`src/rtl/bus_cycle_ctrl_pkg.sv`:
```
// bus_cycle_ctrl_pkg: shared state encoding, region indices and wait-state slicing
package bus_cycle_ctrl_pkg;

    typedef enum logic [1:0] {
        ST_IDLE   = 2'd0,
        ST_ACCESS = 2'd1,
        ST_SECOND = 2'd2,
        ST_END    = 2'd3
    } state_t;

    localparam int ROM  = 0;
    localparam int RAM  = 1;
    localparam int CPLD = 2;
    localparam int ATA  = 3;

    localparam int WS_MAX = 16;

    function automatic logic [WS_MAX-1:0] ws_of(input logic [63:0] vec, input int r, input int w);
        logic [63:0] mask;
        mask = (64'd1 << w) - 64'd1;
        return WS_MAX'((vec >> (r * w)) & mask);
    endfunction

endpackage

```
`src/rtl/ws_counter.sv`:
```
// ws_counter: loadable wait-state down-counter that holds at zero
module ws_counter #(
    parameter int W = 3
) (
    input  logic         clk,
    input  logic         rst_n,
    input  logic         load,
    input  logic [W-1:0] load_val,
    input  logic         dec,
    output logic [W-1:0] cnt,
    output logic         zero
);

    assign zero = (cnt == '0);

    // load wins over decrement; decrement never wraps below zero
    always_ff @(posedge clk or negedge rst_n) begin
        if (!rst_n) cnt <= '0;
        else if (load) cnt <= load_val;
        else if (dec && !zero) cnt <= cnt - W'(1);
    end

endmodule

```
`src/rtl/bus_cycle_ctrl.sv`:
```
// bus_cycle_ctrl: region-decoded bus cycle sequencer with per-region wait states and 16-bit splitting
module bus_cycle_ctrl
    import bus_cycle_ctrl_pkg::*;
#(
    parameter int                     N_CS   = 4,
    parameter int                     WS_W   = 3,
    parameter logic [N_CS*WS_W-1:0]   WAIT   = {3'd3, 3'd0, 3'd1, 3'd2},
    parameter logic [N_CS-1:0]        HALF16 = 4'b0001
) (
    input  logic            clk,
    input  logic            RESETb,
    input  logic            ADSb,
    input  logic            WR,
    input  logic [3:0]      BEb,
    input  logic [N_CS-1:0] sel,
    output logic            READYb,
    output logic [N_CS-1:0] CSb,
    output logic            OEb,
    output logic            WEb,
    output logic            A1,
    output logic [1:0]      STATE
);

    localparam int IW = (N_CS > 1) ? $clog2(N_CS) : 1;

    localparam logic [1:0] IDLE   = ST_IDLE;
    localparam logic [1:0] ACCESS = ST_ACCESS;
    localparam logic [1:0] SECOND = ST_SECOND;
    localparam logic [1:0] END    = ST_END;

    logic [1:0]      state;
    logic [IW-1:0]   idx;
    logic [IW-1:0]   r_q;
    logic            onehot;
    logic            upper;
    logic            split_in;
    logic            split_q;
    logic [WS_W-1:0] ws_tab [N_CS];
    logic            load;
    logic            dec;
    logic            zero;
    logic [WS_W-1:0] load_val;
    logic [WS_W-1:0] cnt;

    for (genvar g = 0; g < N_CS; g++) begin : g_ws
        assign ws_tab[g] = WS_W'(ws_of(64'(WAIT), g, WS_W));
    end

    // one-hot validity, binary region index and 16-bit half selection of the incoming access
    always_comb begin
        idx = '0;
        for (int i = 0; i < N_CS; i++) if (sel[i]) idx = IW'(i);
        onehot   = $onehot(sel);
        upper    = HALF16[idx] && (BEb[1:0] == 2'b11);
        split_in = HALF16[idx] && (BEb[1:0] != 2'b11) && (BEb[3:2] != 2'b11);
    end

    // counter is loaded on a claimed address strobe and again for the second half of a split
    always_comb begin
        load     = ((state == IDLE) && !ADSb && onehot) || ((state == ACCESS) && zero && split_q);
        load_val = (state == IDLE) ? ws_tab[idx] : ws_tab[r_q];
        dec      = ((state == ACCESS) || (state == SECOND)) && !zero;
    end

    ws_counter #(.W(WS_W)) u_cnt (
        .clk      (clk),
        .rst_n    (RESETb),
        .load     (load),
        .load_val (load_val),
        .dec      (dec),
        .cnt      (cnt),
        .zero     (zero)
    );

    // cycle sequencing with all bus outputs registered; address strobes outside IDLE are ignored
    always_ff @(posedge clk or negedge RESETb) begin
        if (!RESETb) begin
            state   <= IDLE;
            READYb  <= 1'b1;
            CSb     <= '1;
            OEb     <= 1'b1;
            WEb     <= 1'b1;
            A1      <= 1'b0;
            r_q     <= '0;
            split_q <= 1'b0;
        end else begin
            case (state)
                IDLE: if (!ADSb) begin
                    r_q     <= idx;
                    split_q <= split_in;
                    if (onehot) begin
                        state <= ACCESS;
                        CSb   <= ~sel;
                        OEb   <= WR;
                        WEb   <= !WR;
                        A1    <= upper;
                    end else begin
                        state  <= END;
                        READYb <= 1'b0;
                    end
                end
                ACCESS: if (zero) begin
                    if (split_q) begin
                        state <= SECOND;
                        A1    <= 1'b1;
                    end else begin
                        state  <= END;
                        READYb <= 1'b0;
                        WEb    <= 1'b1;
                    end
                end
                SECOND: if (zero) begin
                    state  <= END;
                    READYb <= 1'b0;
                    WEb    <= 1'b1;
                end
                default: begin
                    state  <= IDLE;
                    READYb <= 1'b1;
                    CSb    <= '1;
                    OEb    <= 1'b1;
                    WEb    <= 1'b1;
                    A1     <= 1'b0;
                end
            endcase
        end
    end

    assign STATE = state;

endmodule

```
`config.mk`:
```
export PLATFORM = sky130hd
export DESIGN_NAME = bus_cycle_ctrl
export DESIGN_NICKNAME = d
export VERILOG_FILES = /design/src/rtl/bus_cycle_ctrl_pkg.sv /design/src/rtl/ws_counter.sv /design/src/rtl/bus_cycle_ctrl.sv
export SDC_FILE = /design/constraint.sdc
export NUM_CORES = 1
export LEC_CHECK = 0
export ABC_AREA = 0
export BUFFER_PORTS_ARGS = -buffer_cell sky130_fd_sc_hd__buf_2
export CAP_MARGIN = 20
export CORE_MARGIN = 8
export CORE_UTILIZATION = 25
export CTS_CLUSTER_SIZE = 20
export DETAILED_ROUTE_END_ITERATION = 12
export GPL_TIMING_DRIVEN = 0
export SLEW_MARGIN = 20
export SYNTH_ARGS = -nofsm -noshare
export SYNTH_HDL_FRONTEND = slang
export SYNTH_SLANG_ARGS = --single-unit
```
`constraint.sdc`:
```
create_clock -name clk -period 4.65 [get_ports clk]
set_input_delay 0.2325 -clock clk [delete_from_list [all_inputs] [get_ports clk]]
set_output_delay 0.2325 -clock clk [all_outputs]
set_load 0.01 [all_outputs]
```
==> results, run 1 <==
- In this run the tool buffered the top-level ports with 21 buffer cells.
- The die span in y is about 80 um.
- The worst supply voltage drop on vdd is between 0.15 and 0.2 mV.
- The detailed router placed 873 vias in this run.
- The number of buffers created by CTS is 3.
- The maximum number of buffers from clock root to sink is 2.
- The transition time of the tightest slew-check pin is 463.4 ps.
- The end point of the most critical hold path is CSb[1].
- After detailed routing, the average wire length per cell comes to between 10 and 15 um.
- During I/O placement, the number of pins put on the boundary was 22.
- Global routing used 8.020% of the available tracks across all layers.
- CTS built an H-tree with a depth of 1.
- In this run, synthesis produced a sequential element count of 16.
- The max-capacitance violation count is 0.
- The final estimated routing congestion in global placement is roughly 0.8.
- In this run the worst path has a maximum fanout of 5.
- The largest stage delay on the critical path is around 530 ps.
- The number of endpoints with negative hold slack in the final report is 0.
- Synthesis produced between 100 and 150 cells.
- The critical path launch point type is an input port.
- The sort of element at the end of the critical path is a register.
- The finished layout holds approximately 180 standard cells, fillers aside.
- The number of global-route vias before repair is 883.
- The number of inserted filler cells in the final layout is 425.
- TritonCTS built the clock tree.
- For this run, the detailed router's first-pass iteration total came to 4.
- When the netlist entered floorplanning its net count stood at 130.
- From left edge to right edge, the die measures 79.91 um.
- After synthesis, flip-flops and latches occupy 40.07% of the total area.
- The total negative setup slack is 0 ps.
- Derived from the worst setup path, the maximum achievable clock frequency is roughly 420 MHz.
- Counting flops with a built-in enable in the synthesized netlist gives 0.
- The run finished with clean final reports.
- The fraction of post-synthesis cell area in the top cell type by area is 22.06%.
- Headroom to the max-slew limit came out at roughly 70%.
- Gates resized during post-CTS repair numbered 0.
- Clock latency on the worst-skew pair, taken at its later pin, is around 260 ps.
- Yosys attributes the largest share of cell area to sky130_fd_sc_hd__dfrtp_1, sky130_fd_sc_hd__dfstp_2, sky130_fd_sc_hd__ha_1, sky130_fd_sc_hd__a21oi_1, sky130_fd_sc_hd__a2bb2oi_1.
- The depth of the worst hold-timing path is 3.
- The number of cells on the worst reg-to-reg path is 7.
- The number of antenna violations at the first check in global routing was 0.
- Row generation in the floorplan step produced 23 rows.
- In this run the static leakage power is 0.0005724 uW.
- The final critical path takes up between 50% and 60% of the cycle.
- Entering global routing, the biggest net connects 17 pins.
- Cells with a size suffix above 1 make up 26.12% of the layout.
- The first-pass GRT wire length is 4002 um.
- For the worst setup path, the data arrival time is 2550 ps.
- The net count of the finished layout is between 150 and 200.
- Setup repair after global routing left no endpoint under its margin.
- The tree is rooted in a sky130_fd_sc_hd__clkbuf_8.
- The shortest clock period the worst path allows after layout is roughly 2400 ps.
- The count of yosys warnings during synthesis is 0.
- Wires add up to between 2000 and 2500 um.
- Data on the critical path is required at its endpoint by around 4800 ps.
- By count the netlist is led by sky130_fd_sc_hd__inv_1, sky130_fd_sc_hd__a21oi_1, sky130_fd_sc_hd__dfrtp_1, sky130_fd_sc_hd__ha_1, sky130_fd_sc_hd__nand2_1.
- The initial cell density of the core is between 20% and 30%.
- The total standard cell area after synthesis is 0.001021 sq mm.
- The worst clock skew is ~5.0 ps.
- The clock net in this run drives a total of 16 sinks.
- The beginning of the worst register-to-register path is STATE[0].
- Counting distinct cell types in the post-synthesis netlist gives 32.
- The die area is between 0.006 and 0.007 sq mm.
- The leading area contributor after synthesis is sky130_fd_sc_hd__dfrtp_1.
- In the routed design, unresolved DRC markers number 0.
- The vias per cell is approximately 4.7.
- The number of nets with antenna violations after routing is 0.
- The count of pins over their slew limit is 0.
- For flop-to-flop paths, the worst setup slack is about 2700 ps.
- The cell with the most instances after synthesis is sky130_fd_sc_hd__inv_1.
- The most used flip-flop cell after synthesis is sky130_fd_sc_hd__dfrtp_1.
- The launch point of the worst path is sel[0].
- Summed over all layers, the global routing overflow is 0.
- The critical setup path kind is input port to register.
- The number of DRC markers after the initial detailed-route iteration is 32.
- The floorplan core area is 0.003971 sq mm.
- Clock-pin slew was measured on the worst setup and hold paths at roughly 60 ps.
- On the critical path, the stage with the largest delay is an instance of sky130_fd_sc_hd__or3b_2.
- The number of cells after detailed placement is around 180.
- The antenna diode instance count is 0.
- Relative to the synthesized area, the layout overhead comes to 21.81%.
- At the end of the flow the core is filled with cells to around 31%.
- The total power density per cell area is 695.7 mW/mm^2.
- The final count of negative-setup-slack endpoints is 0.
- The class of the tightest hold or removal check is input port to register.
- In the synthesized netlist the async set-or-reset flop fraction comes to 100.0%.
- The mean post-synth cell area is between 9 and 10 sq um.
- Hold is met by 242.7 ps.
- The final HPWL from detailed placement is about 1900 um.
- In this run the most critical hold path is launched from sel[1].
- The reg-to-reg endpoint is u_cnt.cnt[0].
- Walking the worst path, the cells encountered are buf_2 > inv_1 > fa_1 > inv_1 > ha_1 > ha_1 > or3b_2 > nor2_1 > o2bb2ai_1 > a2bb2oi_1.
## per-stage QoR
step / area, sq um / power, uW / setup slack, ps
finish: 1244 / 865.2 / 2284
global route: 1244 / 947.8 / 2138
CTS: 1244 / 871.6 / 2314
detailed placement: 1189 / 754.3 / 2053
global placement: 1189 / 737.0 / 2081
floorplan: 1021 / 619.3 / 2317
## metal layers
| layer | track usage (%) | up-vias | share of wire, % |
|---|---|---|---|
| met5 | 0 | - | 0 |
| met4 | 6.000 | 0 | 3.2 |
| met3 | 1.464 | 5 | 2.7 |
| met2 | 13.82 | 16 | 50 |
| met1 | 8.492 | 415 | 44 |
| li1 | - | 437 | - |
## sequential cells by signal (all words and copies together), names as in the netlist
name,cells
READYb,1
STATE,2
CSb,4
u_cnt.cnt,3
A1,1
OEb,1
r_q,2
WEb,1
split_q,1
## cells by family (layout without fill, tap and decap cells)
logic type               count (synthesis)  in the layout  share of synthesized area [%]
flip-flops                              16             16                          40.07
adder cells (fa/ha/maj)                 10             10                          12.99
AO/OA/AOI/OAI                           35             35                          23.53
multiplexers                             3              3                          3.064
XOR/XNOR                                 1              1                         0.8580
buffers and inverters                   14             40                          5.147
AND/OR/NAND/NOR                         29             29                          14.34
## power breakdown
part / leakage (uW) / total, uW / internal, uW / switching (uW)
logic: 0.000366 / 478 / 210 / 268
registers: 0.000184 / 276 / 225 / 50.8
clock network: 0.0000228 / 111 / 61.0 / 50.0
## worst max-delay path by stage
| stage | endpoint | slack [ps] | cells after the start |
|---|---|---|---|
| 4_1_cts | CSb[2] | 2310 | 10 |
| 3_5_place_dp | CSb[2] | 2050 | 10 |
| 6_report | CSb[0] | 2280 | 10 |
| 5_1_grt | OEb | 2140 | 10 |
| 3_3_place_gp | u_cnt.cnt[0] | 2080 | 10 |
| 2_1_floorplan | u_cnt.cnt[0] | 2320 | 9 |
## cell usage in the layout, fill, tap and decap left out, types with 2 or more instances in the layout
cell type and instances:
sky130_fd_sc_hd__nor2b_1 2, sky130_fd_sc_hd__a2bb2oi_1 5, sky130_fd_sc_hd__clkbuf_1 3, sky130_fd_sc_hd__nand2_1 9, sky130_fd_sc_hd__a31oi_1 3, sky130_fd_sc_hd__dfstp_2 7, sky130_fd_sc_hd__o21ai_0 5, sky130_fd_sc_hd__nor3_1 4
sky130_fd_sc_hd__clkbuf_8 3, sky130_fd_sc_hd__buf_2 21, sky130_fd_sc_hd__mux2i_1 2, sky130_fd_sc_hd__nor2_1 7, sky130_fd_sc_hd__dfrtp_1 9, sky130_fd_sc_hd__inv_1 11, sky130_fd_sc_hd__o2bb2ai_1 4, sky130_fd_sc_hd__a21oi_1 10
sky130_fd_sc_hd__ha_1 9, sky130_fd_sc_hd__o31ai_1 2, sky130_fd_sc_hd__nand2b_1 2
## what timing repair did
item                                    4_1_cts  5_1_grt
buffers inserted                              0        0
hold buffers                                  1        0
endpoints found under the setup margin        0        0
endpoints found under the hold margin         9        0
## worst max-delay path: cells and delay by family
family | cells | cell delay [ps]
AOI/OAI and AO/OA | 2 | 310
and+or+nand+nor | 2 | 820
buffers and inverters | 3 | 180
adders and majority gates | 3 | 1000
## layout make-up
type                    count  area [sq um]  share of cell area, %
inverters                  11         41.29                  3.320
well taps                  50         62.56                  5.030
multi-input cells          78         559.3                  44.97
clock buffers               4         45.04                  3.622
repair buffers             22         115.1                  9.256
flip-flops and latches     16         409.1                  32.90
plain buffers               3         11.26                 0.9054
No activity file was read; power rests on OpenSTA's default activity.
==> run 2, diff against run 1 <==
ABC_AREA = 1   (was 0)
clock period = 2.18 ns   (was 4.65 ns; I/O delays follow)
==> results, run 2 <==
- The overall fraction of global-route tracks in use is under 10%.
- In this run, the combinational gates consume a little under three fifths of the power.
- In this run the deepest clock path goes through 2 buffers.
- For this design, the sink count on the clock tree is 16.
- The vias per cell is 4.327.
- Setup repair after global routing left no endpoint under its margin.
- The final HPWL from detailed placement is around 2000 um.
- The die is a little over 80 um wide.
- The depth of the worst hold-timing path is 4.
- The pin count of the biggest net entering global routing is 17.
- The final count of negative-setup-slack endpoints is 0.
- The flow ran to the end, and the final reports show no timing, DRC or antenna violations.
- The first global-routing pass estimated just over 4000 um of wire.
- The leftover overflow at the end of global routing is 0.
- The largest registers in the layout are CSb x4, u_cnt.cnt x3.
- The end point of the most critical hold path is CSb[0].
- The number of DRC markers after the initial detailed-route iteration is 51.
- The sort of element at the end of the critical path is a register.
- The utilization of the core after routing is between 30% and 40%.
- For this block, the via count after detailed routing is roughly 950.
- IR analysis of the VDD net gives a maximum drop of between 0.3 and 0.4 mV.
- Post-CTS repair changed the size of 0 cells.
- The cell sitting at the root of the clock tree is a sky130_fd_sc_hd__clkbuf_8.
- The floorplan core area is ~0.0040 sq mm.
- The commonest cells after synthesis are sky130_fd_sc_hd__nand2_1, sky130_fd_sc_hd__inv_1, sky130_fd_sc_hd__nor2_1.
- The hold path startpoint is sel[0].
- After detailed routing, the total wire length is approximately 2500 um.
- A synthesized cell averages between 7 and 8 sq um.
- After synthesis, the cell types taking the most area are sky130_fd_sc_hd__dfrtp_1, sky130_fd_sc_hd__nand2_1, sky130_fd_sc_hd__dfstp_2, sky130_fd_sc_hd__ha_1, sky130_fd_sc_hd__inv_1.
- The share of total power dissipated in the clock network is between 10% and 20%.
- Of all nets on the critical path, the largest fanout is 10.
- The fraction of post-synthesis cell area in the top cell type by area is approximately a fifth.
- The class of the tightest hold or removal check is input port to register.
- The total of flip-flops plus latches after synthesis is 16.
- Headroom to the max-slew limit came out at between 70% and 80%.
- The leading area contributor after synthesis is sky130_fd_sc_hd__dfrtp_1.
- Leaving out fill and tap cells, the most frequent cells in the layout are sky130_fd_sc_hd__nand2_1, sky130_fd_sc_hd__buf_2, sky130_fd_sc_hd__inv_1.
- In this run the critical register-to-register path is launched from STATE[0].
- Per report_power, the sequential group accounts for 29.7% of the total.
- The most used flip-flop cell after synthesis is sky130_fd_sc_hd__dfrtp_1.
- Net switching is a little under half of the power.
- The total of hold buffers inserted after clock tree synthesis is 1.
- The shortest clock period the worst path allows after layout is approximately 1800 ps.
- Clock tree synthesis inserted a total of 3 buffers.
- The critical setup path kind is input port to register.
- When the netlist entered floorplanning its net count stood at roughly 170.
- Internal power comes to roughly 1100 uW.
- 0 antenna diodes ended up in the layout.
- The number of global-route vias before repair came to around 910.
- After clock tree synthesis, the clock-pin slew on the worst setup and hold paths is approximately 60 ps.
- The number of antenna violations at the first check in global routing came to 0.
- The library cell used most frequently in the layout, excluding fill and tap cells, is sky130_fd_sc_hd__nand2_1.
- The cell count after synthesis came out at approximately 140.
- In this run the number of H-tree levels came out at 1.
- The setup slack after layout is 331.2 ps.
- Data on the critical path is required at its endpoint by approximately 2400 ps.
- The register with the most flip-flops in the layout has 4 of them.
- The switching power total is just over 900 uW.
- The number of endpoints with negative hold slack in the final report came to 0.
- The worst clock skew is roughly 0.41 ps.
- After layout, the worst path uses a little over four fifths of the clock period.
- The most flop-heavy register is CSb.
- The later-pin clock latency in the skew report is 250 ps.
- The number of nets in the finished design is approximately 190.
- Counting cells, the worst reg-to-reg path comes to 7.
- The congestion estimate from routability-driven global placement came to approximately 0.82.
- The post-CTS repair timing setup buffer count is 0.
- TritonCTS built the clock tree.
- For this design the ratio of total power to cell area is between 1500 and 2000 mW/mm^2.
- The share of synthesized flip-flops with an asynchronous set or reset is 100.0%.
- At the pin with the least slew margin, the transition time is about 380 ps.
- Static timing analysis puts the maximum clock frequency at 540.9 MHz.
- The number of different library cells used by synthesis comes to 19.
- Relative to the synthesized area, the layout overhead comes to 22.06%.
- STA classifies the critical path startpoint as an input port.
- The count of yosys warnings during synthesis is 0.
- The post-route netlist has around 22% of its cells at a drive strength greater than 1.
- The number of optimization iterations in the first detailed-route pass is 4.
- The fraction of the yosys area taken by sequential cells is around 39%.
- The count of buffers from port buffering is 21.
- The max-capacitance violation count is 0.
- The number of nets with antenna violations after routing is 0.
- The cell with the most instances after synthesis is sky130_fd_sc_hd__nand2_1.
- The flop-to-flop setup slack is 670 ps.
- After synthesis the cells add up to roughly 0.0011 sq mm.
- After detailed routing, the average wire length per cell comes to roughly 11 um.
- The reg-to-reg endpoint is u_cnt.cnt[1].
- 22 I/O pins were placed.
- Before CTS, the worst setup slack after placement is roughly 65 ps.
- The initial utilization of the core area, before any placement, comes to between 20% and 30%.
- Summed over all cells, the static leakage comes to around 0.0007 uW.
- The count of pins over their slew limit is 0.
- The floorplan step set the die height to just over 80 um.
- The total negative setup slack is 0 ps.
- Row generation in the floorplan step produced 23 rows.
- The remaining design rule violation count is 0.
- The tightest hold margin is between 100 and 150 ps.
- The synthesized design contains 0 enable-type register cells.
- The die area is 0.006554 sq mm.
- STA puts the critical path data arrival time at between 2000 and 2500 ps.
[run 2: cell count changes after synthesis, moves of 5 or more]
| cell | previous run | this run |
|---|---|---|
| sky130_fd_sc_hd__a21oi_1 | 10 | 3 |
| sky130_fd_sc_hd__inv_1 | 11 | 20 |
| sky130_fd_sc_hd__nand2_1 | 9 | 55 |
| sky130_fd_sc_hd__a2bb2oi_1 | 5 | 0 |
| sky130_fd_sc_hd__nand3_1 | 1 | 8 |
| sky130_fd_sc_hd__nand4_1 | 0 | 6 |
[run 2: per-stage QoR]
stage | std cells | area [sq um] | power (uW)
after floorplan | 144 | 1055 | 1433
after global placement | 215 | 1222 | 1712
after detailed placement | 215 | 1222 | 1731
after CTS | 220 | 1287 | 2007
after global routing | 220 | 1287 | 2211
final | 220 | 1287 | 1985
[run 2: critical path, stage by stage]
cell and delay, ps:
sky130_fd_sc_hd__buf_2 110, sky130_fd_sc_hd__inv_1 60, sky130_fd_sc_hd__fa_1 530, sky130_fd_sc_hd__inv_1 40, sky130_fd_sc_hd__ha_1 170, sky130_fd_sc_hd__ha_1 270
sky130_fd_sc_hd__nor2_1 130, sky130_fd_sc_hd__nand2_1 140, sky130_fd_sc_hd__nand2_2 190, sky130_fd_sc_hd__nand3_2 140, sky130_fd_sc_hd__nand2_1 90, sky130_fd_sc_hd__nand2_1 50
[run 2: logic make-up after synthesis]
group,count (synthesis),share of synthesized area [%]
and+or+nand+nor,83,33.22
buffers and inverters,21,7.829
AOI/OAI and AO/OA,14,7.592
DFF,16,38.79
adders and majority gates,10,12.57
[run 2: cell type report]
type,instances,area (sq um)
clock buffer,4,55.05
sequential,16,409.1
inverter,20,75.07
tap,50,62.56
multi-input combinational,107,563.0
fill,464,2741
buffer,1,7.507
timing repair buffer,22,115.1
[run 2: worst max-delay path by stage]
| stage | cells after the start | slack (ps) | end | start |
|---|---|---|---|---|
| after CTS | 12 | 320 | OEb | sel[0] |
| after detailed placement | 12 | 70 | OEb | sel[0] |
| after floorplan | 11 | 380 | CSb[0] | sel[0] |
| final | 12 | 330 | OEb | sel[0] |
| after global routing | 12 | 150 | CSb[3] | sel[0] |
| after global placement | 12 | 70 | CSb[3] | sel[0] |
[run 2: power by group through the flow]
stage          Combinational (uW)  Clock, uW  Sequential [uW]
5_1_grt                      1310        290              610
3_5_place_dp                 1130          0              597
2_1_floorplan                 804          0              629
6_report                     1130        264              589
3_3_place_gp                 1120          0              587
4_1_cts                      1140        272              593
[run 2: per-layer routing]
layer  routed length (um)  share of wire [%]  global-route usage [%]
met5                    0                  0                       0
met4                   69                2.8                   6.429
met3                  126                5.1                   1.987
met2                 1081                 44                   12.27
met1                 1198                 48                   9.799
